## src/rtl/lsu_pkg.sv

```systemverilog
// Shared types for the byte-serial load/store sequencer: size encodings,
// sequencer states and the per-size last byte index.
package lsu_pkg;

    typedef enum logic [1:0] {
        SZ_BYTE = 2'd0,
        SZ_HALF = 2'd1,
        SZ_WORD = 2'd2,
        SZ_RSVD = 2'd3
    } size_e;

    typedef enum logic [1:0] {
        IDLE = 2'd0,
        XFER = 2'd1,
        RESP = 2'd2
    } state_e;

    function automatic logic [1:0] last_idx(input size_e sz);
        case (sz)
            SZ_HALF: last_idx = 2'd1;
            SZ_WORD: last_idx = 2'd3;
            default: last_idx = 2'd0;
        endcase
    endfunction

endpackage

```

## src/rtl/lsu_seq_load_ext.sv

```systemverilog
// Combinational load extender: sign- or zero-extends the assembled value
// from bit 7, 15 or 31 according to the access size.
module load_ext
    import lsu_pkg::*;
(
    input  logic [31:0] val,
    input  size_e       size,
    input  logic        sgn,
    output logic [31:0] res
);

    always_comb begin
        res = val;
        case (size)
            SZ_BYTE: res = {{24{sgn & val[7]}},  val[7:0]};
            SZ_HALF: res = {{16{sgn & val[15]}}, val[15:0]};
            default: res = val;
        endcase
    end

endmodule

```

## src/rtl/lsu_seq.sv

```systemverilog
// Byte-serial load/store sequencer: accepts one request, moves one byte per
// cycle through the memory byte port (little-endian), then pulses a response.
module lsu_seq
    import lsu_pkg::*;
#(
    parameter int ADDR_W = 10
) (
    input  logic              clk,
    input  logic              rst,
    input  logic              req_valid,
    output logic              req_ready,
    input  logic              req_write,
    input  logic [1:0]        req_size,
    input  logic              req_signed,
    input  logic [31:0]       req_addr,
    input  logic [31:0]       req_wdata,
    output logic              resp_valid,
    output logic [31:0]       resp_rdata,
    output logic              resp_err,
    output logic [ADDR_W-1:0] mem_addr,
    output logic              mem_we,
    output logic [7:0]        mem_wdata,
    input  logic [7:0]        mem_rdata
);

    state_e              state, state_nx;
    logic                write_q;
    size_e               size_q;
    logic                signed_q;
    logic [ADDR_W-1:0]   base_q;
    logic [31:0]         wdata_q;
    logic [1:0]          idx_q;
    logic [1:0]          last_q;
    logic [31:0]         asm_q;
    logic                err_q;
    logic [31:0]         ext_val;
    logic                misaligned;
    logic                unused_addr_hi;

    assign unused_addr_hi = ^req_addr[31:ADDR_W];

    always_comb begin
        misaligned = 1'b0;
        case (req_size)
            2'd0:    misaligned = 1'b0;
            2'd1:    misaligned = req_addr[0];
            2'd2:    misaligned = |req_addr[1:0];
            default: misaligned = 1'b1;
        endcase
    end

    always_comb begin
        state_nx = state;
        case (state)
            IDLE: if (req_valid) state_nx = misaligned ? RESP : XFER;
            XFER: if (idx_q == last_q) state_nx = RESP;
            RESP: state_nx = IDLE;
            default: state_nx = IDLE;
        endcase
    end

    always_ff @(posedge clk or negedge rst) begin
        if (!rst) begin
            state    <= IDLE;
            write_q  <= 1'b0;
            size_q   <= SZ_BYTE;
            signed_q <= 1'b0;
            base_q   <= '0;
            wdata_q  <= '0;
            idx_q    <= '0;
            last_q   <= '0;
            asm_q    <= '0;
            err_q    <= 1'b0;
        end else begin
            state <= state_nx;
            case (state)
                IDLE: if (req_valid) begin
                    write_q  <= req_write;
                    size_q   <= size_e'(req_size);
                    signed_q <= req_signed;
                    base_q   <= req_addr[ADDR_W-1:0];
                    wdata_q  <= req_wdata;
                    idx_q    <= '0;
                    last_q   <= last_idx(size_e'(req_size));
                    asm_q    <= '0;
                    err_q    <= misaligned;
                end
                XFER: begin
                    if (!write_q) asm_q[{idx_q, 3'b000} +: 8] <= mem_rdata;
                    // idx stops at the last byte so mem_addr/mem_wdata hold afterwards
                    if (idx_q != last_q) idx_q <= idx_q + 2'd1;
                end
                default: ;
            endcase
        end
    end

    load_ext u_load_ext (
        .val  (asm_q),
        .size (size_q),
        .sgn  (signed_q),
        .res  (ext_val)
    );

    assign req_ready  = (state == IDLE);
    assign resp_valid = (state == RESP);
    assign resp_err   = (state == RESP) && err_q;
    assign resp_rdata = ((state == RESP) && !err_q && !write_q) ? ext_val : '0;
    assign mem_we     = (state == XFER) && write_q;
    assign mem_addr   = base_q + ADDR_W'(idx_q);
    assign mem_wdata  = wdata_q[{idx_q, 3'b000} +: 8];

endmodule

```

## config.mk

```make
export PLATFORM = sky130hd
export DESIGN_NAME = lsu_seq
export DESIGN_NICKNAME = d
export VERILOG_FILES = /design/src/rtl/lsu_pkg.sv /design/src/rtl/lsu_seq_load_ext.sv /design/src/rtl/lsu_seq.sv
export SDC_FILE = /design/constraint.sdc
export NUM_CORES = 1
export LEC_CHECK = 0
export CORE_ASPECT_RATIO = 2
export CORE_MARGIN = 8
export CORE_UTILIZATION = 33
export DETAILED_ROUTE_END_ITERATION = 10
export GPL_TIMING_DRIVEN = 0
export SYNTH_ARGS = -nofsm -noshare
export SYNTH_HDL_FRONTEND = slang
export SYNTH_SLANG_ARGS = --single-unit
```

## constraint.sdc

```tcl
create_clock -name clk -period 4.69 [get_ports clk]
set_clock_uncertainty 0.05 [all_clocks]
set_input_delay 0.938 -clock clk [delete_from_list [all_inputs] [get_ports clk]]
set_output_delay 0.938 -clock clk [all_outputs]
set_load 0.05 [all_outputs]
```

* After elaboration in Yosys (flattened, before gate mapping) *
Index checks and enable logic that the tools add are counted.

storage, ports and cells
  flip-flop bits (word level) = 85
  input port bits = 79
  output and inout port bits = 54

cells by class
  add/sub/neg operators = 3
  equality and inequality tests = 11
  shift-type cells = 3
  muxes and demuxes = 15
  bitwise logic cells = 2
  reductions and logical operators = 15

operators with widths
  kind                      count
  $pmux W32 S2              2
  $mux W32                  3
  $bwmux W32                1
  $shift A8 B7 Y32 const A  1
  $shiftx A32 B6 Y8         1
  $shiftx A8 B7 Y32         1
  $pmux W2 S2               3
  $add A10 B2 Y10           1
  $mux W2                   5
  $ne A2 B2 Y1 const B      4
  $neg A5 Y7                1
  $eq A2 B1 Y1 const B      3
  $logic_not A2 Y1          3
  $reduce_and A3 Y1         2
  $eq A2 B2 Y1 const B      2
  $logic_and A1 B1 Y1       4
  $reduce_and A2 Y1         2
  $pmux W1 S3               1
  $add A2 B1 Y2 const B     1
  $and A1 B1 Y1             2
  $eq A2 B2 Y1              1
  $logic_not A1 Y1          2
  $ne A2 B2 Y1              1
  $reduce_bool A2 Y1        1
  $reduce_or A2 Y1          1

* Logic depth before layout (Yosys ltp) *
  word-level depth = 5
  mapped depth = 7
  gate-level depth less buffers = 5

* Cells and area by module *
Synthesis repeated with hierarchy kept, for this count alone.

second synthesis, totals
  cells, all modules = 405
  area, all modules = 4717.0 µm²

by module, submodules not included
  module    instances  cells each  area an instance (µm²)
  lsu_seq   1          339         4331.7
  load_ext  1          66          385.4

* Worst setup path before layout *
OpenSTA, ideal clock, no wires.

  kind = register -> output
  start point = register state[0]
  end point = output resp_rdata[17]
  arrival time = 2791 ps
  required time = 3702 ps
  slack = 911 ps
  cell stages (with the launch flop) = 5
  path buffers = 1
  path through = dfrtp_1 -> nor2b_1 -> nand2_1 -> clkbuf_1 -> nor3_1

between the ends
  longest elaborated chain between the ends = 4

RTL lines
  what                               line            source
  start: declaration                 lsu_seq.sv:26   state_e state, state_nx;
  start signal: assignment           lsu_seq.sv:75   state <= state_nx;
  $eq A2 B2 Y1                       n/a
  net resp_valid                     lsu_seq.sv:17   output logic resp_valid,
  $logic_and A1 B1 Y1 (2 in series)  lsu_seq.sv:108  assign resp_rdata = ((state == RESP) && !err_q && !write_q) ? ext_val : '0;
  $mux W32                           lsu_seq.sv:108
  end: declaration                   lsu_seq.sv:18   output logic [31:0] resp_rdata,

The timed path passes the listed nets, and every way through them passes these cells.

* Worst setup path in the final report *
  start point = register size_q[0]
  end point = output resp_rdata[29]

between the ends
  longest elaborated chain between the ends = 3

RTL lines
  what                                                     line                    source
  start: declaration                                       lsu_seq.sv:28           size_e size_q;
  start signal: assignment                                 lsu_seq.sv:79           size_q <= size_e'(req_size);
  $eq A2 B1 Y1 / $logic_not A2 Y1 (equally long branches)  lsu_seq_load_ext.sv:14  case (size)
  $pmux W32 S2 *                                           lsu_seq_load_ext.sv:14
  $mux W32 *                                               lsu_seq.sv:108

Mark *: on every way between the ends. The rest lies on a longest branch, timed or not.

==> impl_metrics.ini <==
[clock_tree]
clkLatencyLatePin_ps = 340
cts_made_buffers = 9
cts_buffer_depth = 2
htreeDepth = 3
clock-root-buffer = clkbuf_16
clk_pin_slew_ps = 60
post-cts-setup-buffer-count = 0
postCtsHoldBufs = 0
clock-sinks = 85
tritoncts = done
cts-resized-gates = 0

[sta]
fmax_mhz = 273
relSlewSlack = 0.518
slew_viol_final = 0
hold_ws_ps = 455
tightest_slew_ps = 721
hold_viol_final = 0
period_share = 0.781
rsz0062_at_grt = false
setup_viol = 0
min_period_ps = 3660

[min_path]
hp-class = reg -> reg
hp-start = asm_q[8]$_DFFE_PN0P_

[cells_and_area]
nNetsFinal = 588
nFillCells = 1308
drive_above_1_share = 0.221
multiInputGateArea_sq_um = 2330
antennaDiodeCount = 0
fin_area_sq_um = 6350
area_delta_synth_final_pct = 36.0
seqCellArea_sq_um = 2130

[placed_design]
io_buffers = 110
place_congestion = 0.797
dpl_cell_area_sq_um = 6030
dp_hpwl_mm = 10.2

[floorplanning]
start_util = 0.336
fp.dieW_microns = 100
dieArea_sq_um = 18400
core_area_sq_um = 13900
rows = 61
pin_count = 133
dieHeight_microns = 184

[global_routing]
grt_start_max_net_pins = 57
gr-total-overflow = 0
grt_usage = 0.144
grt_pass1_wl_mm = 20.2
grt_antenna_before_repair = 0
grt_pass1_vias = 3733

[synth]
ys_seq_area_frac = 0.456
ys_types = 43
synth_top_family_by_area = multiplexers
synth_simple_gate_area_frac = 0.141
synth-edff-count = 0
syn_inst = 376
synth.area.mux_share = 0.258
synth_nets = 466
yosys.area_share.adder = 0.0311
synth_compound_area_frac = 0.0498
mappedNetlistArea_sq_um = 4670
async_reset_ff_frac = 1.00
syn_area_per_cell_sq_um = 12.4
synth-xor-area-share = 0.0188
synth-main-ff-cell = dfrtp_1
ys_warn_count = 0
synth-seq-cells = 85

[detailed_routing]
drtIter0Drc = 95
first_pass_iters = 4
wl_per_cell_microns = 18.7
viasPerCell = 4.87
ant_nets = 0
via_count = 3373
drc = 0
routed_wl_mm = 13.0

[pwr]
vdd_ir_drop_max_mv = 0.322
finalPower_mw = 3.94
power_per_cell_area_nw_per_um2 = 621
p_leak_nw = 2.82

[critical_path]
path_max_fanout = 10
crit_arrival_ps = 2680
required_ps = 3700
r2r-start = idx_q[1]$_DFFE_PN0P_
cp-start-kind = flip-flop
crit_type = reg -> out
startpoint = size_q[0]$_DFFE_PN0P_
worstSetupEndpointType = primary output

[flow_run]
maxCapViolations = 0

[run_status]
status = finished, final reports clean
==> metal layers <==
layer	vias to the layer above	track usage	routed length, microns
li1	1583	-	-
met4	0	0.0732	392
met1	1689	0.137	4580
met2	80	0.282	7480
met5	-	0	0
met3	21	0.0253	514
==> through the flow <==
stage | setup slack (ps) | TNS, ps | instances | util
4_1_cts | 945 | 0 | 692 | 0.457
3_5_place_dp | 1330 | 0 | 676 | 0.434
6_report | 1030 | 0 | 692 | 0.457
3_3_place_gp | -477 | -39910 | 675 | 0.432
2_1_floorplan | 911 | 0 | 376 | -
5_1_grt | 829 | 0 | 692 | 0.457
==> path summary, 6_finish.rpt <==
check                                   endpoint  slack, ps  cells past startpoint
min reg2reg                 asm_q[8]$_DFFE_PN0P_        450                      1
min                         asm_q[8]$_DFFE_PN0P_        450                      1
max reg2reg                asm_q[10]$_DFFE_PN0P_       1950                      7
max                               resp_rdata[29]       1030                      5
min in group asynchronous  base_q[6]$_DFFE_PN0P_        480                      1
max in group asynchronous   asm_q[8]$_DFFE_PN0P_       3490                      2
==> power by group <==
group          leakage [nW]  total (mW)  switching [mW]  internal, mW
combinational          1.59        1.99            1.08         0.906
sequential             1.08        1.18           0.198         0.985
clock                 0.150       0.770           0.301         0.469
==> final cells by class <==
cell class	instances	area share
sequential	85	0.335
multi-input combinational	257	0.366
buffer	21	0.0264
timing repair buffer	111	0.177
tap	189	0.0372
clock inverter	5	0.0134
inverter	13	0.00768
clock buffer	11	0.0367
==> cells in the mapped netlist (5+ instances only) <==
| master | number | area [sq um] |
|---|---|---|
| dfrtp_1 | 85 | 2130 |
| mux2_4 | 41 | 616 |
| mux2_2 | 29 | 327 |
| and3_1 | 25 | 156 |
| nor2b_1 | 18 | 113 |
| nor3_1 | 16 | 80.1 |
| nor2_1 | 14 | 52.6 |
| inv_1 | 12 | 45.0 |
| nand3_1 | 12 | 60.1 |
| o21ai_0 | 12 | 60.1 |
| nand2_1 | 11 | 41.3 |
| a21oi_1 | 10 | 50.1 |
| ha_1 | 10 | 125 |
| clkbuf_1 | 9 | 33.8 |
| xnor2_1 | 9 | 78.8 |
| mux2i_1 | 8 | 80.1 |
| mux4_2 | 8 | 180 |
| nand4_1 | 5 | 31.3 |
==> cells by family after synthesis <==
logic type / Yosys count
mux: 86
buf+inv: 34
simple gates: 117
fa+ha+maj: 11
compound gates: 33
flops: 85
xor+xnor: 10
==> placed cells by master, fill, tap and decap left out, types with 11 or more instances in the layout <==
cell               n
and3_1            25
nor3_1            16
mux2_2            29
nor2_1            14
clkbuf_1          11
nor2b_1           18
mux2_4            41
dfrtp_1           85
nand2_1           11
nand3_1           12
o21ai_0           12
inv_1             12
clkdlybuf4s50_1  109
==> flip-flops by register name, summed over array words and instances (netlist names) <==
register,count
asm_q,32
wdata_q,32
base_q,10
idx_q,2
last_q,2
size_q,2
state,2
err_q,1
signed_q,1
write_q,1
==> critical path, cell delays in order, from the launching register on <==
cell and delay, ps:
dfrtp_1 360, mux2_2 330, a21oi_1 520, buf_2 330
nor3_1 80, clkdlybuf4s50_1 720
Power figures use the tool's default switching activity.
